===== src/rtl/inst_fetch_pkg.sv =====
// Shared constants, types and helpers for the instruction fetch stage.
// Stall vector layout, bus widths, reset/boot vectors and the fetch FSM states.
package inst_fetch_pkg;

   localparam int STALL_WD    = 6;
   localparam int BR_WD       = 33;
   localparam int IF_TO_ID_WD = 33;

   localparam logic STOP    = 1'b1;
   localparam logic NO_STOP = 1'b0;

   // The pre-boot PC sits one word below the reset vector so the first
   // advance lands exactly on the reset vector.
   localparam logic [31:0] BOOT_PC    = 32'hBFBF_FFFC;
   localparam logic [31:0] RESET_VEC  = 32'hBFC0_0000;
   localparam logic [31:0] PC_STEP    = 32'd4;

   typedef enum logic [1:0] {
      BOOT = 2'd0,
      RUN  = 2'd1,
      HOLD = 2'd2
   } fetch_state_e;

   function automatic logic [31:0] seq_pc(input logic [31:0] pc);
      return pc + PC_STEP;
   endfunction

endpackage


===== src/rtl/inst_fetch_if.sv =====
// Bus bundle between the fetch stage, the decode stage and the instruction SRAM.
// master = fetch stage, slave = surrounding pipeline / memory.
interface inst_fetch_if;
   import inst_fetch_pkg::*;

   logic [STALL_WD-1:0]    stall;
   logic [BR_WD-1:0]       br_bus;
   logic [IF_TO_ID_WD-1:0] if_to_id_bus;
   logic                   inst_sram_en;
   logic [3:0]             inst_sram_wen;
   logic [31:0]            inst_sram_addr;
   logic [31:0]            inst_sram_wdata;

   modport master (
      input  stall,
      input  br_bus,
      output if_to_id_bus,
      output inst_sram_en,
      output inst_sram_wen,
      output inst_sram_addr,
      output inst_sram_wdata
   );

   modport slave (
      output stall,
      output br_bus,
      input  if_to_id_bus,
      input  inst_sram_en,
      input  inst_sram_wen,
      input  inst_sram_addr,
      input  inst_sram_wdata
   );

endinterface


===== src/rtl/inst_fetch_pc_reg.sv =====
// PC register, fetch enable and pending-redirect holder, sequenced by the
// BOOT/RUN/HOLD state machine.
module inst_fetch_pc_reg
   import inst_fetch_pkg::*;
(
   input  logic        clk,
   input  logic        rst,
   input  logic        stop,
   input  logic        br_e,
   input  logic [31:0] br_addr,
   output logic [31:0] pc,
   output logic        ce
);

   fetch_state_e state, state_nxt;
   logic [31:0]  pc_r, pc_nxt;
   logic [31:0]  pend_addr, pend_nxt;
   logic         ce_r, ce_nxt;

   always_ff @(posedge clk or posedge rst) begin
      if (rst) begin
         state     <= BOOT;
         pc_r      <= BOOT_PC;
         ce_r      <= 1'b0;
         pend_addr <= 32'd0;
      end else begin
         state     <= state_nxt;
         pc_r      <= pc_nxt;
         ce_r      <= ce_nxt;
         pend_addr <= pend_nxt;
      end
   end

   // A redirect that arrives while stalled is parked in pend_addr; a live
   // redirect on the release cycle is newer and therefore wins.
   always_comb begin
      state_nxt = state;
      pc_nxt    = pc_r;
      ce_nxt    = ce_r;
      pend_nxt  = pend_addr;

      unique case (state)
         BOOT: begin
            if (stop == NO_STOP) begin
               state_nxt = RUN;
               pc_nxt    = RESET_VEC;
               ce_nxt    = 1'b1;
            end
         end

         RUN: begin
            ce_nxt = 1'b1;
            if (stop == NO_STOP) begin
               pc_nxt = br_e ? br_addr : seq_pc(pc_r);
            end else if (br_e) begin
               pend_nxt  = br_addr;
               state_nxt = HOLD;
            end
         end

         HOLD: begin
            ce_nxt = 1'b1;
            if (stop == NO_STOP) begin
               pc_nxt    = br_e ? br_addr : pend_addr;
               state_nxt = RUN;
            end else if (br_e) begin
               pend_nxt = br_addr;
            end
         end

         default: begin
            state_nxt = BOOT;
            pc_nxt    = BOOT_PC;
            ce_nxt    = 1'b0;
         end
      endcase
   end

   assign pc = pc_r;
   assign ce = ce_r;

endmodule


===== src/rtl/inst_fetch.sv =====
// Instruction fetch stage: drives the instruction SRAM read port from the PC
// and forwards {ce, pc} of the issued fetch to decode with no extra latency.
module inst_fetch
   import inst_fetch_pkg::*;
(
   input  logic         clk,
   input  logic         rst,
   inst_fetch_if.master bus
);

   logic        br_e;
   logic [31:0] br_addr;
   logic [31:0] pc;
   logic        ce;
   logic        unused_stall;

   assign br_e    = bus.br_bus[32];
   assign br_addr = bus.br_bus[31:0];

   // Upper stall bits steer later pipeline registers, not this stage.
   assign unused_stall = ^bus.stall[STALL_WD-1:1];

   inst_fetch_pc_reg u_pc_reg (
      .clk     (clk),
      .rst     (rst),
      .stop    (bus.stall[0]),
      .br_e    (br_e),
      .br_addr (br_addr),
      .pc      (pc),
      .ce      (ce)
   );

   assign bus.inst_sram_en    = ce;
   assign bus.inst_sram_addr  = pc;
   assign bus.inst_sram_wen   = 4'b0000;
   assign bus.inst_sram_wdata = 32'd0;
   assign bus.if_to_id_bus    = {ce, pc};

endmodule


===== src/flat_wrapper.sv =====
// flat-port wrapper written by rule: the top's interface ports become plain ports
module inst_fetch_flat import inst_fetch_pkg::*;
  (clk, rst, bus_stall, bus_br_bus, bus_if_to_id_bus, bus_inst_sram_en, bus_inst_sram_wen, bus_inst_sram_addr, bus_inst_sram_wdata);
  inst_fetch_if bus_i ();
  input  logic clk;
  input  logic rst;
  input wire logic [$bits(bus_i.stall)-1:0] bus_stall;
  input wire logic [$bits(bus_i.br_bus)-1:0] bus_br_bus;
  output wire logic [$bits(bus_i.if_to_id_bus)-1:0] bus_if_to_id_bus;
  output wire logic [$bits(bus_i.inst_sram_en)-1:0] bus_inst_sram_en;
  output wire logic [$bits(bus_i.inst_sram_wen)-1:0] bus_inst_sram_wen;
  output wire logic [$bits(bus_i.inst_sram_addr)-1:0] bus_inst_sram_addr;
  output wire logic [$bits(bus_i.inst_sram_wdata)-1:0] bus_inst_sram_wdata;
  assign bus_i.stall = bus_stall;
  assign bus_i.br_bus = bus_br_bus;
  assign bus_if_to_id_bus = bus_i.if_to_id_bus;
  assign bus_inst_sram_en = bus_i.inst_sram_en;
  assign bus_inst_sram_wen = bus_i.inst_sram_wen;
  assign bus_inst_sram_addr = bus_i.inst_sram_addr;
  assign bus_inst_sram_wdata = bus_i.inst_sram_wdata;
  inst_fetch u_core (.clk(clk), .rst(rst), .bus(bus_i));
endmodule

===== config.mk =====
export PLATFORM = sky130hd
export DESIGN_NAME = inst_fetch_flat
export DESIGN_NICKNAME = d
export VERILOG_FILES = /design/src/rtl/inst_fetch_pkg.sv /design/src/rtl/inst_fetch_if.sv /design/src/rtl/inst_fetch_pc_reg.sv /design/src/rtl/inst_fetch.sv /design/src/flat_wrapper.sv
export SDC_FILE = /design/constraint.sdc
export NUM_CORES = 1
export LEC_CHECK = 0
export BUFFER_PORTS_ARGS = -buffer_cell sky130_fd_sc_hd__buf_2
export CAP_MARGIN = 20
export CORE_ASPECT_RATIO = 2
export CORE_UTILIZATION = 50
export DETAILED_ROUTE_END_ITERATION = 8
export GPL_TIMING_DRIVEN = 0
export PLACE_DENSITY_LB_ADDON = 0.08
export SYNTH_ARGS = -nofsm -noshare
export SYNTH_HDL_FRONTEND = slang
export SYNTH_HIERARCHICAL = 1
export SYNTH_SLANG_ARGS = --single-unit

===== constraint.sdc =====
create_clock -name clk -period 2.96 [get_ports clk]
set_clock_uncertainty 0.2 [all_clocks]
set_input_delay 0.888 -clock clk [delete_from_list [all_inputs] [get_ports clk]]
set_output_delay 0.888 -clock clk [all_outputs]
set_load 0.03 [all_outputs]

==> flow_summary_export.csv <==
group,metric,value,unit
status,status,"completed",
routing,drc,0,
logic_synthesis,synth_top_family_by_area,"compound AO/OA/AOI/OAI gates",
timing,fmax,345,MHz
logic_synthesis,synth.distinct_cells,49,
setup_path,crit_buf_inv,4,
placement,dpl.cell_count,663,
floorplan,die_h,132,µm
setup_path,crit_fanout,10,
logic_synthesis,ys.flop_type,"dfrtp_1",
clock_network,cts_buffers,9,
global_route,grt_pass1_vias,3683,
logic_synthesis,synth.mux.area_fraction,0.0848,
routing,drtPass1Iterations,5,
clock_network,holdBufCountCts,0,
placement,post-dp-hpwl,8970,µm
routing,vias,3912,
setup_path,reg2regPathDepth,9,
floorplan,row_count,47,
logic_synthesis,synthCells,430,
setup_path,start_kind,"flop",
routing,viasPerCell,5.76,
logic_synthesis,synth_edf_count,0,
logic_synthesis,synth_xor_area_frac,0.00412,
logic_synthesis,ys_seq_area_frac,0.403,
floorplan,io_pins,143,
logic_synthesis,syn_area,0.00425,mm²
clock_network,cts_sinks,67,
clock_network,cts_buffer_depth,2,
clock_network,insertion_delay,0.33,ns
routing,drtIter0Drc,288,
global_route,grt_max_degree,68,
setup_path,crit_family,"compound AO/OA/AOI/OAI gates",
setup_path,cp_slowest_cell,"dfrtp_1",
floorplan,core,0.00823,mm²
layout,final_cells,679,
timing,slew_viol_final,0,
setup_path,cp.depth,9,
timing,setup_violations,0,
logic_synthesis,synth_fa_ha_area_frac,0.0177,
power_and_ir_drop,p_leak,0.00251,µW
clock_network,cts_tree,"built",
clock_network,ctsRootBufferMaster,"clkbuf_16",
placement,port_buffers,100,
global_route,antenna_found_initial,0,
timing,fin_crit,2.90,ns
setup_path,path_cells,"inv_1, ha_1, clkbuf_1, o21a_1, buf_2, clkbuf_2, a221oi_1, o41ai_1, a22o_1",
timing,worstMarginPinSlew,0.844,ns
setup_path,end_kind,"flop",
floorplan,start_util,0.516,
logic_synthesis,async_flop_share,1.00,
timing,hold_viol_final,0,
min_path,hp-class,"reg -> reg",
setup_path,crit_arrival,2.96,ns
layout,final_layout_size_suffix_gt1_frac,0.451,
routing,wire_per_inst,18.1,µm
global_route,overflow,0,
logic_synthesis,yosysWarnings,6,
floorplan,die-area,0.00889,mm²
floorplan,die_width,67.2,µm
routing,ant_nets,0,
setup_path,worstPathRequired,3.02,ns
timing,layout_setup_ws,0.0588,ns
global_route,grt_usage,0.288,
timing,max_slew_margin,0.438,
setup_path,critPathMaxStageDelay,0.44,ns
logic_synthesis,ys_seq_elements,67,
global_route,grt_first_pass_wirelength,18800,µm
power_and_ir_drop,power_density,1230,mW/mm²
power_and_ir_drop,ir_drop,0.000828,V
logic_synthesis,syn_avg_cell_area,9.88,µm²
timing,holdWs,0.306,ns
timing,post-route-period-util,0.980,
clock_network,htreeDepth,3,
layout,fin_nets,624,
layout,diodes,0,
min_path,worstHoldPathCells,1,
routing,wl,12300,µm
clock_network,path_clk_slew,0.05,ns
timing,rsz0062_at_grt,"no",
logic_synthesis,synth-simple-area-share,0.107,
setup_path,crit_type,"reg -> reg",
placement,place_ws,-0.263,ns
run,maxCapViolations,0,
placement,globalplace.congestion,0.861,
logic_synthesis,synth-compound-area-share,0.219,
timing,setup_tns,0,ns
layout,area_growth,24.9,%
==> worst reg2reg max path: cells and delay by family (launching register included) <==
family,cells,cell delay (ns)
compound gates,4,1.09
fa+ha+maj,1,0.24
buf+inv,4,0.86
flops,1,0.44
==> cell usage in the layout (no fill, tap or decap), types with 6 or more instances in the layout <==
cell type,instances
ha_1,6
nor3_1,10
o31ai_1,6
nand3_1,12
a21oi_1,25
conb_1,36
buf_4,72
a221o_1,9
o21ai_0,19
mux2_2,32
nand4_1,8
a2bb2oi_1,6
inv_1,10
clkbuf_16,9
nor2_1,18
dfstp_2,28
o21a_1,8
a221oi_1,16
clkbuf_1,15
nand2_1,24
dfrtp_1,39
buf_2,102
==> layer usage <==
layer / GRT usage / share of wire
met5: 0 / 0
met4: 0.138 / 0.033
met3: 0.0554 / 0.057
met2: 0.502 / 0.55
met1: 0.320 / 0.36
==> cell type report <==
class / count / area (µm²)
multi-input combinational: 293 / 1990
timing repair buffer: 102 / 515
sequential: 67 / 1710
inverter: 11 / 43.8
buffer: 93 / 657
fill: 733 / 2930
tap: 98 / 123
clock buffer: 15 / 268
==> power breakdown <==
group	switching (µW)	internal, µW	total (µW)	leakage, µW
clock	371	609	980	0.000130
sequential	447	1490	1940	0.000759
combinational	2140	1450	3600	0.00162
total	2960	3550	6520	0.00251
==> sequential cells by signal (all words and copies together) (netlist names) <==
register	count
u_core/u_pc_reg/pend_addr	32
u_core/u_pc_reg/pc	32
u_core/u_pc_reg/state	2
u_core/u_pc_reg/ce	1
==> cell usage after synthesis, drive strengths merged, types with 2 or more instances <==
master | count | area, µm²
nor2b | 2 | 12.5
o2bb2ai | 3 | 26.3
a221oi | 16 | 140
xnor2 | 2 | 17.5
a2bb2oi | 6 | 52.6
a21o | 4 | 30.0
o31a | 2 | 17.5
nand3 | 12 | 60.1
o31ai | 7 | 57.6
or4 | 2 | 18.8
o21a | 8 | 60.1
clkbuf | 16 | 60.1
nor4 | 3 | 18.8
dfstp | 28 | 736
o21ai | 19 | 95.1
inv | 11 | 41.3
a31oi | 4 | 25.0
o41ai | 4 | 35.0
ha | 6 | 75.1
o22a | 4 | 35.0
nand4 | 9 | 71.3
dfrtp | 39 | 976
a22oi | 4 | 30.0
buf | 78 | 593
a221o | 9 | 90.1
nand2 | 24 | 90.1
nor2 | 18 | 67.6
mux2 | 32 | 360
a21oi | 25 | 125
and4 | 3 | 26.3
o22ai | 3 | 18.8
a22o | 5 | 43.8
nor3 | 10 | 50.1
nand2b | 2 | 12.5
==> stage by stage <==
stage               power (µW)  area (µm²)  utilization
global route              6870        5310        0.645
floorplan                 4530        4380            -
detailed placement        5470        5010        0.608
global placement          5360        5000        0.608
CTS                       6490        5290        0.642
finish                    6520        5310        0.645
==> repair_timing <==
action                     CTS  global route
setup endpoints to repair   22            10
gates resized for setup      6             3
cloned                       0             0
pin swaps                    0             1
buffers inserted             0             2
==> cells by family after synthesis <==
logic type               Yosys count
adder cells (fa/ha/maj)            6
AO/OA/AOI/OAI                    128
XOR/XNOR                           2
AND/OR/NAND/NOR                   89
flip-flops                        67
other                              1
buffers and inverters            105
multiplexers                      32
==> final timing paths <==
path | from | endpoint | slack (ns)
max | u_core/u_pc_reg/state[1] | u_core/u_pc_reg/pc[19] | 0.06
min | u_core/u_pc_reg/pend_addr[6] | u_core/u_pc_reg/pend_addr[6] | 0.31
max reg2reg | u_core/u_pc_reg/state[1] | u_core/u_pc_reg/pc[19] | 0.06
min reg2reg | u_core/u_pc_reg/pend_addr[6] | u_core/u_pc_reg/pend_addr[6] | 0.31
max in group asynchronous | rst | u_core/u_pc_reg/pend_addr[17] | 1.48
min in group asynchronous | rst | u_core/u_pc_reg/pend_addr[0] | 0.53
Power figures use the tool's default switching activity.
